===== config.mk =====
export PLATFORM = sky130hd
export DESIGN_NAME = inst_fetch_unit
export DESIGN_NICKNAME = d
export VERILOG_FILES = /design/src/rtl/inst_fetch_unit.sv
export SDC_FILE = /design/constraint.sdc
export NUM_CORES = 1
export LEC_CHECK = 0
export ABC_CLOCK_PERIOD_IN_PS = 5400
export BUFFER_PORTS_ARGS = -buffer_cell sky130_fd_sc_hd__buf_2
export CELL_PAD_IN_SITES_DETAIL_PLACEMENT = 1
export CELL_PAD_IN_SITES_GLOBAL_PLACEMENT = 2
export CORE_ASPECT_RATIO = 0.7
export CORE_MARGIN = 10
export CORE_UTILIZATION = 25
export CTS_CLUSTER_DIAMETER = 40
export DETAILED_ROUTE_END_ITERATION = 12
export PLACE_DENSITY = 0.73
export SYNTH_ARGS = -nofsm -noshare
export SYNTH_HDL_FRONTEND = slang
export SYNTH_SLANG_ARGS = --single-unit

===== constraint.sdc =====
create_clock -name clka -period 5.4 [get_ports clka]
set_input_delay 1.08 -clock clka [delete_from_list [all_inputs] [get_ports clka]]
set_output_delay 1.08 -clock clka [all_outputs]
set_load 0.005 [all_outputs]

===== src/rtl/inst_fetch_unit.sv =====
// -----------------------------------------------------------------------------
// inst_fetch_unit
//   Fetch stage of the RICPU datapath. Drives a synchronous IROM with a
//   one-cycle read latency and presents one instruction per cycle to decode
//   over a valid/stall handshake. A skid register holds the current
//   instruction while decode stalls. A redirect (branch/jump target) discards
//   the fetch in flight and costs exactly one bubble cycle.
//
// Ports
//   clka           in   1       clock, all state updates on posedge
//   rst            in   1       asynchronous, active-high reset
//   stall          in   1       decode cannot accept inst_code this cycle
//   redirect_valid in   1       load redirect_pc as next fetch address
//   redirect_pc    in   32      target byte address (bits [1:0] ignored)
//   irom_addra     out  ADDR_W  IROM word address, from fetch_pc
//   irom_douta     in   32      IROM data for the address sampled last edge
//   inst_valid     out  1       inst_code/inst_pc hold a real instruction
//   inst_code      out  32      instruction, 0 when inst_valid is low
//   inst_pc        out  32      byte address of inst_code
//   pc_plus4       out  32      inst_pc + 4 (mod 2^32)
//   inst_count     out  32      instructions accepted by decode (wraps)
// -----------------------------------------------------------------------------
module inst_fetch_unit #(
  parameter int          ADDR_W   = 6,
  parameter logic [31:0] RESET_PC = 32'h0000_0000
) (
  input  logic              clka,
  input  logic              rst,
  input  logic              stall,
  input  logic              redirect_valid,
  input  logic [31:0]       redirect_pc,
  output logic [ADDR_W-1:0] irom_addra,
  input  logic [31:0]       irom_douta,
  output logic              inst_valid,
  output logic [31:0]       inst_code,
  output logic [31:0]       inst_pc,
  output logic [31:0]       pc_plus4,
  output logic [31:0]       inst_count
);

  // FILL: IROM read in flight, nothing to present yet.
  // RUN : IROM output is the instruction at inst_pc.
  // HOLD: decode stalled; the instruction lives in the skid register while
  //       the IROM already re-reads fetch_pc (the next instruction).
  localparam logic [1:0] ST_FILL = 2'd0;
  localparam logic [1:0] ST_RUN  = 2'd1;
  localparam logic [1:0] ST_HOLD = 2'd2;

  logic [1:0]  r_state;
  logic [31:0] r_fetch_pc;
  logic [31:0] r_inst_pc;
  logic [31:0] r_skid;
  logic [31:0] r_inst_count;

  logic [1:0]  w_state_nxt;
  logic [31:0] w_fetch_pc_nxt;
  logic [31:0] w_inst_pc_nxt;
  logic [31:0] w_skid_nxt;
  logic [31:0] w_redirect_pc;
  logic [31:0] w_code;
  logic        w_valid;
  logic        w_accept;

  assign w_redirect_pc = redirect_pc & 32'hFFFF_FFFC;
  assign w_valid       = (r_state == ST_RUN) || (r_state == ST_HOLD);
  assign w_accept      = w_valid & ~stall;

  // Next-state and next-register selection, redirect has top priority.
  always_comb begin
    w_state_nxt    = r_state;
    w_fetch_pc_nxt = r_fetch_pc;
    w_inst_pc_nxt  = r_inst_pc;
    w_skid_nxt     = r_skid;
    if (redirect_valid) begin
      w_fetch_pc_nxt = w_redirect_pc;
      w_state_nxt    = ST_FILL;
    end else begin
      case (r_state)
        ST_FILL: begin
          w_inst_pc_nxt  = r_fetch_pc;
          w_fetch_pc_nxt = r_fetch_pc + 32'd4;
          w_state_nxt    = ST_RUN;
        end
        ST_RUN: begin
          if (stall) begin
            w_skid_nxt  = irom_douta;
            w_state_nxt = ST_HOLD;
          end else begin
            w_inst_pc_nxt  = r_fetch_pc;
            w_fetch_pc_nxt = r_fetch_pc + 32'd4;
            w_state_nxt    = ST_RUN;
          end
        end
        ST_HOLD: begin
          // IROM has been re-reading fetch_pc, so leaving HOLD needs no refetch.
          if (stall) begin
            w_state_nxt = ST_HOLD;
          end else begin
            w_inst_pc_nxt  = r_fetch_pc;
            w_fetch_pc_nxt = r_fetch_pc + 32'd4;
            w_state_nxt    = ST_RUN;
          end
        end
        default: begin
          w_state_nxt = ST_FILL;
        end
      endcase
    end
  end

  // State and datapath registers with asynchronous reset.
  always_ff @(posedge clka or posedge rst) begin
    if (rst) begin
      r_state      <= ST_FILL;
      r_fetch_pc   <= RESET_PC;
      r_inst_pc    <= 32'd0;
      r_skid       <= 32'd0;
      r_inst_count <= 32'd0;
    end else begin
      r_state    <= w_state_nxt;
      r_fetch_pc <= w_fetch_pc_nxt;
      r_inst_pc  <= w_inst_pc_nxt;
      r_skid     <= w_skid_nxt;
      // Accept is counted even when a redirect lands in the same cycle.
      if (w_accept) begin
        r_inst_count <= r_inst_count + 32'd1;
      end else begin
        r_inst_count <= r_inst_count;
      end
    end
  end

  // Instruction mux: live IROM data in RUN, skid copy in HOLD, zero otherwise.
  always_comb begin
    w_code = 32'd0;
    case (r_state)
      ST_RUN:  w_code = irom_douta;
      ST_HOLD: w_code = r_skid;
      default: w_code = 32'd0;
    endcase
  end

  assign irom_addra = r_fetch_pc[ADDR_W+1:2];
  assign inst_valid = w_valid;
  assign inst_code  = w_code;
  assign inst_pc    = r_inst_pc;
  assign pc_plus4   = r_inst_pc + 32'd4;
  assign inst_count = r_inst_count;

endmodule

==> flow_summary.toml <==
[critical_path]
critPathKind = "flip-flop to output port"
rr_endpoint = "r_fetch_pc[20]$_DFFE_PP0P_"
path_depth = 6
critical_path.max_stage_delay_ns = 0.68
crit_path_start = "inst_pc[2]$_DFFE_PP0P_"
worstPathRequired_ns = 4.32
arrival_ns = 2.49
critical-path-top-delay-family = "simple AND/OR/NAND/NOR gates"
critPathMaxFanout = 6
cp_cell_sequence = "ha_1 -> nand3_1 -> nor3_1 -> nand4_1 -> xnor2_1 -> buf_2"
r2r-start = "r_state[0]$_DFF_PP0_"
endpoint = "pc_plus4[22]"
crit_buf_inv = 1
end_kind = "output port"
reg2regPathDepth = 6
critPathSlowestCell = "nor3_1"
startpoint_type = "flip-flop"
worst-r2r-setup-slack_ns = 1.99

[floorplan]
dieArea_um2 = 34560
io_pins = 203
dieWidth_um = 217.9
start_util_pct = 25.49
rows = 50
core_um2 = 26900
die_y_um = 158.6

[status]
status = "finished clean"

[hold_path]
whs_path_depth = 1
min_path_type = "flip-flop to flip-flop"

[timing]
slew_headroom_pct = 24.91
finalSetupViolCount = 0
rsz0062_at_grt = "no"
tns_ns = 0
finalCriticalPeriod_ns = 3.572
period_share_pct = 66.16
final_hold_viol_count = 0
worst_pin_slew_ns = 1.126
fmax_mhz = 279.9
drv_slew = 0
skew_ns = 0.009246

[cells_and_area]
drive_above_1_share_pct = 35.09
syn2layout_area_growth_pct = 27.30
fin_cells = 1220
n_fill_cell = 3083
nNetsFinal = 917
utilization_pct = 32.45

[grt]
grt_use_met2_pct = 19.81
track_usage_pct = 13.29
grt_max_degree = 68
overflow = 0
use_met3_pct = 4.322
grt_pass1_wl_mm = 36.37
grt_pass1_vias = 6125
top_usage_layer = "met2"
antenna_found_initial = 2
met1_usage_pct = 18.17

[clocking]
cts_hold_buf = 0
cts_root_buffer = "clkbuf_16"
cts_setup_buffers = 0
cts_buffer_depth = 2
cts_tree = "built"
clk_pin_slew_ns = 0.06
cts_sinks = 126
clk_latency_ns = 0.42
cts_buffers = 17
h-tree-depth = 4
cts_resized = 0

[logic_synthesis]
synthDistinctLibCells = 48
synthTopCellsByArea = "dfrtp_1 46%, mux2_2 9.5%, xnor2_1 7.2%, a22oi_1 3.9%, nor2b_1 3.6%"
synth_top_area_share_pct = 45.99
yosys.cell_count.top_type = "dfrtp_1"
ys_top_cells_by_count = "126 x dfrtp_1, 58 x mux2_2, 56 x xnor2_1"
synth_ff_type = "dfrtp_1"
yosysSeqAreaShare_pct = 45.99
synth_async_sr_flop_share_pct = 100.0
synth_largest_area_cell = "dfrtp_1"
syn_avg_cell_area_um2 = 10.30
synth-seq-cells = 126
synthCells = 666
netlist_area_um2 = 6857
synth_edf_count = 0
yosys_warnings = 0

[route]
vias = 5877
viasPerCell = 4.817
routed_wl_mm = 23.41
firstDrtPassIters = 4
wire_per_inst_um = 19.19
drtIter0Drc = 267
antenna_left = 0
drc = 0

[flow_run]
maxCapViolations = 0

[place]
port_buffers = 196
gp_congestion = 0.8096
dp_hpwl_mm = 17.28
placed_cells = 1187

[power]
p_per_area_nw_per_um2 = 368.8
power_uw = 3219
ir_drop_uv = 212.4
p_leak_uw = 0.003804
## metal layers
layer  vias up  routed length [um]  part of all wire [%]
met3        11                1552                   6.6
met1      2962               11350                    48
met5         -                   7                 0.030
met2       119               10360                    44
met4         2                 144                  0.62
li1       2783                   -                     -
## through the flow
step	hold slack (ns)	worst slack, ns	area, um2
4_1_cts	0.4867	1.799	8726
5_1_grt	0.5085	1.603	8726
2_1_floorplan	0.4683	0.9641	6868
3_3_place_gp	0.4584	1.512	8133
6_report	0.4784	1.828	8728
3_5_place_dp	0.4730	1.466	8133
## how the worst min path moves through the flow
stage	start	endpoint	slack, ns
final	inst_count[31]$_DFFE_PP0P_	inst_count[31]$_DFFE_PP0P_	0.48
after global routing	inst_count[31]$_DFFE_PP0P_	inst_count[31]$_DFFE_PP0P_	0.51
after CTS	inst_count[31]$_DFFE_PP0P_	inst_count[31]$_DFFE_PP0P_	0.49
after detailed placement	inst_count[31]$_DFFE_PP0P_	inst_count[31]$_DFFE_PP0P_	0.47
after global placement	inst_count[31]$_DFFE_PP0P_	inst_count[31]$_DFFE_PP0P_	0.46
after floorplan	inst_count[31]$_DFFE_PP0P_	inst_count[31]$_DFFE_PP0P_	0.47
## logic make-up after synthesis
family,synth area share [%]
AND/OR/NAND/NOR,21.30
flip-flops,45.99
AO/OA/AOI/OAI,8.905
XOR/XNOR,8.431
multiplexers,10.16
buffers and inverters,3.887
adder cells (fa/ha/maj),1.277
other,0.05469
## flip-flops by register name (all words and copies together), names as in the netlist
signal	cells
r_skid	32
inst_pc	30
r_fetch_pc	30
r_state	2
inst_count	32
## final cells by class
class | count | area [um2] | share of cell area, %
Antenna cell | 1 | 2.502 | 0.02867
Clock buffer | 20 | 456.7 | 5.232
Clock inverter | 12 | 136.4 | 1.563
Inverter | 12 | 47.55 | 0.5447
Multi-Input combinational cell | 484 | 3458 | 39.62
Sequential cell | 126 | 3153 | 36.12
Tap cell | 364 | 455.4 | 5.218
Timing Repair Buffer | 201 | 1018 | 11.67
## worst reg2reg max path: stages, from the launching register on
cell	delay (ns)
dfrtp_1	0.38
inv_1	0.07
ha_1	1.03
nor2_1	0.44
or3_1	0.69
or4_1	0.56
a31oi_1	0.18
## report_power, final
part	internal (uW)	switching (uW)
logic	372	355
registers	1130	205
clock network	707	451
total	2210	1010
## placed cells by master (no fill, tap or decap), drive strengths merged, types with 5 or more instances in the layout
cell type    n
buf        201
and2         5
nand2       37
clkinv       6
mux2        61
ha           7
or4          6
xnor2       56
nand3       48
a22oi       36
and4         6
dfrtp      126
o31ai       14
nor2        23
nand4       35
a31oi        9
o21ai       15
nor4        11
inv         13
nor3        17
xor2        10
nor2b       40
or3          5
clkbuf      20
and3        12
Note: power is estimated with default switching activity, not from simulation.
